<file path="src/rtl/mac_operand_feeder.sv">
// Operand feeder for the matrix MAC. Loads (A,B) pairs into a ping-pong pair of
// N-entry banks and replays each full bank as a framed burst of N contiguous beats.
// Loading of the next vector overlaps streaming of the current one.
// Ports:
//   clk, rst_n            clock, synchronous active-low reset
//   in_valid_i/in_ready_o load handshake; in_a_i/in_b_i pair payload
//   out_en_i              downstream permits a burst to start (sampled in IDLE only)
//   out_sof_o/out_valid_o/out_last_o  burst framing; out_a_o/out_b_o streamed pair
//   busy_o                a bank holds data or a burst/gap is in progress
module mac_operand_feeder #(
  parameter int unsigned N     = 5,
  parameter int unsigned WIDTH = 16,
  parameter int unsigned GAP   = 4
) (
  input  logic             clk,
  input  logic             rst_n,
  input  logic             in_valid_i,
  output logic             in_ready_o,
  input  logic [WIDTH-1:0] in_a_i,
  input  logic [WIDTH-1:0] in_b_i,
  input  logic             out_en_i,
  output logic             out_sof_o,
  output logic             out_valid_o,
  output logic             out_last_o,
  output logic [WIDTH-1:0] out_a_o,
  output logic [WIDTH-1:0] out_b_o,
  output logic             busy_o
);

  localparam int unsigned   CW       = 8;
  localparam int unsigned   IW       = (N > 1) ? $clog2(N) : 1;
  localparam logic [CW-1:0] LAST_IDX = CW'(N - 1);
  localparam logic [CW-1:0] BEATS    = CW'(N);
  localparam logic [CW-1:0] GAP_END  = CW'(GAP);

  typedef enum logic [1:0] {
    S_IDLE   = 2'd0,
    S_STREAM = 2'd1,
    S_GAP    = 2'd2
  } state_e;

  state_e        state_q;
  logic [1:0]    full_q, full_d;
  logic          wr_bank_q, wr_bank_d;
  logic          rd_bank_q;
  logic [CW-1:0] wr_cnt_q, wr_cnt_d;
  logic [CW-1:0] rd_cnt_q;
  logic [CW-1:0] gap_cnt_q;

  logic [WIDTH-1:0] mem_a [2][N];
  logic [WIDTH-1:0] mem_b [2][N];

  logic          load_c;
  logic          load_done_c;
  logic          start_c;
  logic          end_c;
  logic          idle_next_c;
  logic [IW-1:0] wr_idx_c;
  logic [IW-1:0] rd_idx_c;

  // Load bookkeeping and bank-full next state; a load completing one bank and a
  // burst releasing the other in the same cycle both land.
  always_comb begin
    load_c      = in_valid_i & in_ready_o;
    load_done_c = load_c & (wr_cnt_q == LAST_IDX);
    start_c     = (state_q == S_IDLE) & full_q[rd_bank_q] & out_en_i;
    // rd_cnt_q counts beats already issued, so reaching N means beat N-1 is on the bus
    end_c       = (state_q == S_STREAM) & (rd_cnt_q == BEATS);
    wr_idx_c    = IW'(wr_cnt_q);
    rd_idx_c    = IW'(rd_cnt_q);
    full_d      = full_q;
    wr_bank_d   = wr_bank_q;
    wr_cnt_d    = wr_cnt_q;
    idle_next_c = 1'b1;
    if (load_c) begin
      wr_cnt_d = wr_cnt_q + 8'd1;
    end
    if (load_done_c) begin
      full_d[wr_bank_q] = 1'b1;
      wr_bank_d         = ~wr_bank_q;
      wr_cnt_d          = '0;
    end
    if (end_c) begin
      full_d[rd_bank_q] = 1'b0;
    end
    unique case (state_q)
      S_IDLE:   idle_next_c = ~start_c;
      S_STREAM: idle_next_c = end_c & (GAP == 0);
      S_GAP:    idle_next_c = (gap_cnt_q == GAP_END);
      default:  idle_next_c = 1'b1;
    endcase
  end

  // Bank storage; stale contents are harmless because full_q gates every read.
  always_ff @(posedge clk) begin
    if (load_c) begin
      mem_a[wr_bank_q][wr_idx_c] <= in_a_i;
      mem_b[wr_bank_q][wr_idx_c] <= in_b_i;
    end
  end

  // Control FSM, bank pointers and registered outputs.
  always_ff @(posedge clk) begin
    if (!rst_n) begin
      state_q     <= S_IDLE;
      full_q      <= '0;
      wr_bank_q   <= 1'b0;
      rd_bank_q   <= 1'b0;
      wr_cnt_q    <= '0;
      rd_cnt_q    <= '0;
      gap_cnt_q   <= '0;
      in_ready_o  <= 1'b1;
      busy_o      <= 1'b0;
      out_sof_o   <= 1'b0;
      out_valid_o <= 1'b0;
      out_last_o  <= 1'b0;
      out_a_o     <= '0;
      out_b_o     <= '0;
    end else begin
      full_q     <= full_d;
      wr_bank_q  <= wr_bank_d;
      wr_cnt_q   <= wr_cnt_d;
      in_ready_o <= ~full_d[wr_bank_d];
      busy_o     <= (|full_d) | ~idle_next_c;
      out_sof_o  <= 1'b0;
      unique case (state_q)
        S_IDLE: begin
          if (start_c) begin
            state_q     <= S_STREAM;
            rd_cnt_q    <= 8'd1;
            out_valid_o <= 1'b1;
            out_sof_o   <= 1'b1;
            out_last_o  <= (N == 1);
            out_a_o     <= mem_a[rd_bank_q][IW'(0)];
            out_b_o     <= mem_b[rd_bank_q][IW'(0)];
          end
        end
        S_STREAM: begin
          if (end_c) begin
            out_valid_o <= 1'b0;
            out_last_o  <= 1'b0;
            out_a_o     <= '0;
            out_b_o     <= '0;
            rd_bank_q   <= ~rd_bank_q;
            rd_cnt_q    <= '0;
            gap_cnt_q   <= '0;
            state_q     <= (GAP == 0) ? S_IDLE : S_GAP;
          end else begin
            out_last_o <= (rd_cnt_q == LAST_IDX);
            out_a_o    <= mem_a[rd_bank_q][rd_idx_c];
            out_b_o    <= mem_b[rd_bank_q][rd_idx_c];
            rd_cnt_q   <= rd_cnt_q + 8'd1;
          end
        end
        S_GAP: begin
          // Dwell GAP+1 cycles: GAP drain cycles after the MAC latches the last beat
          if (gap_cnt_q == GAP_END) begin
            state_q <= S_IDLE;
          end else begin
            gap_cnt_q <= gap_cnt_q + 8'd1;
          end
        end
        default: state_q <= S_IDLE;
      endcase
    end
  end

endmodule

</file>
<file path="config.mk">
export PLATFORM = sky130hd
export DESIGN_NAME = mac_operand_feeder
export DESIGN_NICKNAME = d
export VERILOG_FILES = /design/src/rtl/mac_operand_feeder.sv
export SDC_FILE = /design/constraint.sdc
export NUM_CORES = 1
export LEC_CHECK = 0
export CAP_MARGIN = 15
export CORE_ASPECT_RATIO = 0.9
export CORE_MARGIN = 5
export CORE_UTILIZATION = 60
export CTS_CLUSTER_SIZE = 25
export DETAILED_ROUTE_END_ITERATION = 8
export GPL_TIMING_DRIVEN = 0
export PLACE_DENSITY = 0.8
export SETUP_SLACK_MARGIN = 0.05
export SLEW_MARGIN = 30
export SYNTH_ARGS = -nofsm -noshare
export SYNTH_HDL_FRONTEND = slang
export SYNTH_SLANG_ARGS = --single-unit
export TNS_END_PERCENT = 100
</file>
<file path="constraint.sdc">
create_clock -name clk -period 7.2 [get_ports clk]
set_clock_uncertainty 0.05 [all_clocks]
set_input_delay 1.44 -clock clk [delete_from_list [all_inputs] [get_ports clk]]
set_output_delay 1.44 -clock clk [all_outputs]
set_load 0.03 [all_outputs]
</file>
======== Yosys cells after proc, flatten, opt, wreduce, memory -nomap -nowiden ========
Memory sizes are Yosys's and may differ from the RTL's. A register that Yosys moved wholly into a read port is not among the register bits.
Cells that the tools add are included.
W data, S select, Z words.
storage, ports and cells
  register bits ........................... 67
  memory bits (writable) .................. 320
  bits of input ports ..................... 36
  output and inout port bits .............. 37
  logic and storage cells ................. 117
  memories kept ........................... 2
operators by class
  add/subtract/negate cells ............... 3
  $lt $le $gt $ge ......................... 8
  equality and inequality tests ........... 10
  muxes and demuxes ....................... 49
  bitwise gates (word level) .............. 17
  reductions and logical operators ........ 14
memories
  name   depth  width  rd ports  clocked after Yosys merged registers in  write ports  RTL line  text
  mem_a  2      80     1         1                                        1            50        logic [WIDTH-1:0] mem_a [2][N];
  mem_b  2      80     1         1                                        1            51        logic [WIDTH-1:0] mem_b [2][N];
operators by type and width
  cell                   count
  $mux W16               9
  $bmux W16 S3           2
  $mux W80               1
  $pmux W16 S2           2
  $demux W16 S3          1
  $eq A8 B3 Y1 const B   4
  $mux W8                4
  $pmux W8 S2            2
  $add A8 B1 Y8 const B  3
  $mux W1                17
  $mux W2                5
  $reduce_and A3 Y1      3
  $ge A4 B4 Y1 const B   2
  $ne A2 B2 Y1 const B   4
  $not A3 Y4             2
  $lt A1 B2 Y1 const B   3
  $not A1 Y1             6
  $pmux W2 S3            1
  $reduce_and A2 Y1      3
  $and A1 B1 Y1          5
  $lt A4 B1 Y1 const B   1
  $pmux W1 S2            2
  $reduce_bool A2 Y1     2
  $reduce_or A2 Y1       2
  11 further kinds       15

======== Longest topological paths before layout ========
Gate-level depths: netlist of the first run.
  depth after elaboration ................. 11
  gate-level depth with buffers ........... 10
  mapped depth without buffers ............ 7

======== Worst setup path before layout of the first run ========
OpenSTA, ideal clock, no wires.
  path type ............................... input -> register
  start point ............................. in in_valid_i
  end point ............................... mem mem_a[0][0] (netlist bit), enable pin
  library setup time ...................... 0.513 ns
  arrival time ............................ 5.027 ns
  data required time ...................... 6.637 ns
  slack ................................... 1.610 ns
  stages on the path ...................... 2
  buffers on the path ..................... 0
  cells stage by stage .................... and3_1 > nor4b_1
on the way
  word-level cells in the longest chain between the ends .. 3
ends and longest elaborated chain
  item                            RTL line  text
  start: declaration              17        input logic in_valid_i,
  $and A1 B1 Y1                   64        load_c = in_valid_i & in_ready_o;
  $mux W1                         96        if (load_c) begin
  $mux W80 (implied by the code)  97        mem_a[wr_bank_q][wr_idx_c] <= in_a_i;
  end: declaration                50
Every way passes these cells.

======== Worst setup path in the final report of the first run ========
  start point ............................. in in_valid_i
  end point ............................... mem mem_a[0][13] (netlist bit), enable pin
Same word-level chain as after synthesis.

==> impl_metrics.ini, run 1 <==
[run_status]
status = finished clean

[global_route]
grt_max_degree = 33
antenna_found_initial = 1
grt_pass1_wl_mm = 55.8
grt_remaining_overflow = 0
track_usage = 0.246
grt_pass1_vias = 9535

[detailed_routing]
postRouteAntennaNets = 0
postRouteWirelength_mm = 36.5
via_count = 9412
drt_iter0_drc = 1124
drc = 0
viasPerCell = 6.30
wire_per_inst_um = 24.4
drt_first_pass_iters = 5

[sta]
period_needed_ns = 3.70
hold_viol = 0
rsz0062_at_grt = false
timing.slew.headroom = 0.429
worst_slew_pin_slew_ns = 0.857
fmax_mhz = 271
setup_viol = 0
post-route-period-util = 0.513
fin_tns_setup_ns = 0
drv_slew = 0

[die]
num_rows = 56
die_h_um = 164
die_width_um = 181
core-area_sq_um = 25900
die_area_sq_um = 29500
pin_count = 73
start_util = 0.606

[critical_path]
cp-start-kind = input port
crit_required_ns = 7.38
worst-path-max-fanout = 6
critical_path_class = input port to register
cp-end-kind = register
r2r_slack_ns = 4.11
cp.arrival_ns = 3.88

[cts]
cts_tree = built
clockBufferDepth = 3
clock_latency_ns = 0.53
postCtsSetupBuffers = 0
numCtsBuffers = 39
cts_resized = 0
cts-root-buf = clkbuf_16
cts_hold_buf = 0
clkTransAtPathRegs_ns = 0.06
h-tree-depth = 2
clock_sinks = 388

[yosys]
synthArstFlopShare = 0
synth_mux_area_frac = 0.0911
synth_area_leaders = edfxtp_1, dfxtp_1, mux4_2
netlist_area_sq_um = 15700
synthCells = 975
synth-compound-area-share = 0.110
syn_avg_cell_area_sq_um = 16.1
synth_top_area_share = 0.611
synth_xor_xnor_area_share = 0.00780
synth_fa_ha_area_frac = 0.00557
ys_seq_elements = 388
yosys_warnings = 0
synth_top_family_by_area = compound AO/OA/AOI/OAI gates
synth-seq-area-share = 0.698
synth_top_area_cell = edfxtp_1
synthFlopType = edfxtp_1
syn_nets = 1018
synth-simple-area-share = 0.0605
synth_most_common_cell = edfxtp_1
yosys-top-cells-count = edfxtp_1, dfxtp_1, nor2_1, nand2_1, o21ai_0
synth_edf_count = 320
ys_types = 64

[power]
power_density_nw_per_um2 = 245
p_total_mw = 4.51
vdd.ir_drop.worst_mv = 0.233
leakagePower_nw = 6.28

[min_path]
hold_path.class = register to register

[cells_and_area]
diodes = 0
drive_above_1_share = 0.200
syn_to_final_growth_pct = 17.1
nets = 1162

[place]
hpwl_mm = 23.3
gp_congestion = 0.852
portBuffers = 71

[flow_run]
maxCapViolCount = 0
-- report_power, final --
part,switching [mW],internal [mW]
logic,0.104,0.0702
registers,0.0102,2.47
clock network,0.796,1.06
-- metal layers --
layer | GRT usage | routed length [um]
met1 | 0.340 | 14800
met2 | 0.405 | 17600
met3 | 0.0430 | 3030
met4 | 0.0759 | 963
met5 | 0 | 11
-- sequential cells by signal, indices dropped and copies added (netlist names), named ones only --
register	flops
state_q	2
out_last_o	1
out_sof_o	1
mem_a	160
in_ready_o	1
out_valid_o	1
mem_b	160
wr_cnt_q	8
busy_o	1
rd_bank_q	1
out_b_o	16
gap_cnt_q	8
full_q	2
rd_cnt_q	8
wr_bank_q	1
out_a_o	16
-- metrics by stage --
stage,hold WS (ns),cell area (sq um),util,setup WS (ns),cells
global placement,0.409,16900,0.650,-2.23,1394
floorplan,0.388,15700,-,1.61,975
CTS,0.418,18400,0.710,3.59,1495
detailed placement,0.410,17200,0.665,3.04,1426
global route,0.433,18400,0.710,3.46,1495
finish,0.418,18400,0.710,3.50,1495
-- worst max-delay path, cell delays in order --
cell	delay (ns)
clkdlybuf4s50_1	0.49
and3_1	0.27
nor4b_2	0.70
buf_2	0.33
buf_2	0.23
buf_2	0.20
buf_2	0.20
-- path summary, 6_finish.rpt --
check / from / to / depth (start not counted)
max reg2reg: rd_cnt_q[1] / out_b_o[12] / 10
min reg2reg: out_valid_o / out_valid_o / 2
min: out_valid_o / out_valid_o / 2
max: in_valid_i / mem_a[0][13] / 7
-- cell type report --
class,count,area [sq um]
well taps,348,435
repair buffers,103,1030
plain buffers,68,397
multi-input cells,510,4370
clock inverters,18,109
flip-flops and latches,388,11000
inverters,9,33.8
fillers,1625,7520
clock buffers,51,1050
-- cell usage in the layout, fill, tap and decap left out, types with 27 or more instances in the layout --
| master | count |
|---|---|
| a211oi_1 | 32 |
| buf_2 | 27 |
| clkbuf_1 | 39 |
| clkbuf_16 | 39 |
| clkdlybuf4s50_1 | 71 |
| dfxtp_1 | 68 |
| edfxtp_1 | 320 |
| mux2_2 | 32 |
| mux2i_1 | 35 |
| mux4_2 | 32 |
| nand2_1 | 48 |
| nor2_1 | 59 |
| nor2b_1 | 33 |
| o211a_1 | 31 |
| o21ai_0 | 41 |
| o221ai_2 | 30 |
-- cells by family after synthesis --
group,after synthesis
fa+ha+maj,7
xor+xnor,14
simple gates,191
compound gates,199
buf+inv,77
mux,99
flops,388
Note: power is estimated with default switching activity, not from simulation.
==> run 2: changes to the inputs <==
--- a/config.mk
+++ b/config.mk
@@ -8,11 +8,11 @@
 export CAP_MARGIN = 15
 export CORE_ASPECT_RATIO = 0.9
 export CORE_MARGIN = 5
-export CORE_UTILIZATION = 60
+export CORE_UTILIZATION = 54
 export CTS_CLUSTER_SIZE = 25
 export DETAILED_ROUTE_END_ITERATION = 8
 export GPL_TIMING_DRIVEN = 0
-export PLACE_DENSITY = 0.8
+export PLACE_DENSITY = 0.76
 export SETUP_SLACK_MARGIN = 0.05
 export SLEW_MARGIN = 30
 export SYNTH_ARGS = -nofsm -noshare
==> constraint.sdc (replaced) <==
create_clock -name clk -period 3.05 [get_ports clk]
set_clock_uncertainty 0.05 [all_clocks]
set_input_delay 0.61 -clock clk [delete_from_list [all_inputs] [get_ports clk]]
set_output_delay 0.61 -clock clk [all_outputs]
set_load 0.03 [all_outputs]
==> run 2 against run 1 <==
First-iteration DRC count is 14% lower. Global-route usage is 1.8 points lower. Combinational power is 140% higher. Critical endpoint is now mem_a[1][64]. Largest cell class unchanged.
==> impl_metrics.ini, run 2 (synthesized netlist as in run 1, its figures left out) <==
[cts]
numCtsBuffers = 39
clockBufferDepth = 3
clock_latency_ns = 0.53
clkTransAtPathRegs_ns = 0.06
h-tree-depth = 2
cts-root-buf = clkbuf_16
clock_sinks = 388
cts_tree = built
cts_hold_buf = 0
postCtsSetupBuffers = 0

[sta]
worst_slew_pin_slew_ns = 0.975
setup_viol = 0
timing.slew.headroom = 0.345
drv_slew = 0
post-route-period-util = 0.943
worst_slack_ns = 0.173
period_needed_ns = 2.88
hold_viol = 0
fmax_mhz = 348
hold-worst-slack_ns = 0.327
rsz0062_at_grt = false

[global_route]
grt_max_degree = 33
antenna_found_initial = 2
grt_pass1_vias = 9412
grt_remaining_overflow = 0
grt_pass1_wl_mm = 56.5
track_usage = 0.228

[die]
start_util = 0.546
die_width_um = 190
die_area_sq_um = 32600
pin_count = 73
die_h_um = 172
num_rows = 59
core-area_sq_um = 28800

[detailed_routing]
drt_iter0_drc = 964
wire_per_inst_um = 24.3
drc = 0
met3_length_mm = 2.82
met1Wirelength_mm = 15.0
drt_first_pass_iters = 5
postRouteAntennaNets = 0
viasPerCell = 6.15
met2_length_mm = 17.5
postRouteWirelength_mm = 36.6
via_count = 9267
topRoutingLayerUsed = met5

[place]
portBuffers = 71
placed_area_sq_um = 17300
post-place-ws_ns = -0.291
hpwl_mm = 23.2
gp_congestion = 0.812

[min_path]
holdPathStages = 2
min_from = rst_n
min_to = out_a_o[11]
hold_path.class = input port to register

[power]
cellInternalPower_mw = 8.68
power_density_nw_per_um2 = 587
clkPwrFrac = 0.424
p_total_mw = 10.9
p_switching_mw = 2.19
p_comb_frac = 0.038
power_switching_share = 0.201
leakagePower_nw = 6.27
vdd.ir_drop.worst_mv = 0.551
pwr-share-seq = 0.539

[critical_path]
cp.arrival_ns = 3.07
r2r_end = out_b_o[12]
worst-r2r-cell-count = 10
critical_path_class = input port to register
cp-start-kind = input port
crit_required_ns = 3.24
r2r-start = rd_cnt_q[1]
worst-path-max-fanout = 8
cp-end-kind = register
r2r_slack_ns = 0.19

[cells_and_area]
finalInstanceArea_sq_um = 18500
final_util = 0.643
final_common_cell = edfxtp_1
drive_above_1_share = 0.200
largestRegisters = mem_a x160, mem_b x160
final_cell_mix = edfxtp_1, clkdlybuf4s50_1, dfxtp_1
syn_to_final_growth_pct = 17.9
nets = 1153

[run_status]
status = finished clean

[flow_run]
maxCapViolCount = 0
==> run 2: cell types whose count changed in the layout (fill, tap and decap cells not counted), sizes merged <==
cell,change
buf,-8
clkinv,-8
clkbuf,+9
diode,+1
==> run 2: worst max-delay path by stage <==
stage | startpoint | endpoint | slack (ns) | cells past startpoint
3_5_place_dp | in_valid_i | mem_a[1][64] | -0.29 | 8
4_1_cts | rd_cnt_q[1] | out_b_o[12] | 0.22 | 10
3_3_place_gp | in_valid_i | mem_a[1][64] | -3.46 | 5
5_1_grt | rd_cnt_q[1] | out_b_o[12] | 0.07 | 10
2_1_floorplan | in_valid_i | mem_a[1][64] | -0.73 | 4
6_report | in_valid_i | mem_a[1][64] | 0.17 | 8
==> run 2: routing by layer <==
layer	GRT usage	up-vias
li1	-	4105
met1	0.318	4655
met2	0.368	424
met3	0.0386	81
met4	0.0824	2
met5	0	-
==> run 2: metrics by stage <==
| step | instances | TNS (ns) |
|---|---|---|
| CTS | 1506 | 0 |
| floorplan | 975 | -27.03 |
| global route | 1507 | 0 |
| detailed placement | 1435 | -3.08 |
| finish | 1507 | 0 |
| global placement | 1412 | -572.02 |
==> run 2: worst max-delay path, cell delays in order <==
cell             delay [ns]
clkdlybuf4s50_1        0.49
and2_1                 0.13
clkbuf_1               0.25
nand3b_1               0.28
nor3_2                 0.59
buf_4                  0.31
buf_4                  0.21
buf_4                  0.18
==> run 2: layout make-up <==
class | count | area, sq um
inverters | 9 | 33.8
flip-flops and latches | 388 | 11000
fillers | 2037 | 10300
plain buffers | 68 | 398
clock inverters | 10 | 88.8
multi-input cells | 510 | 4400
well taps | 366 | 458
diodes | 1 | 2.50
clock buffers | 61 | 1150
repair buffers | 94 | 1020
==> run 2: power groups by stage <==
stage               combinational [mW]  clock (mW)  sequential (mW)
detailed placement               0.408           0             5.96
finish                           0.411        4.60             5.85
global placement                 0.362           0             5.97
floorplan                        0.194           0             5.97
global route                     0.447        4.88             5.86
CTS                              0.412        4.66             5.85
==> run 2: timing repair <==
item                       4_1_cts  5_1_grt
resized for setup                1        1
setup endpoints to repair       30        2
pin swaps                        0        0
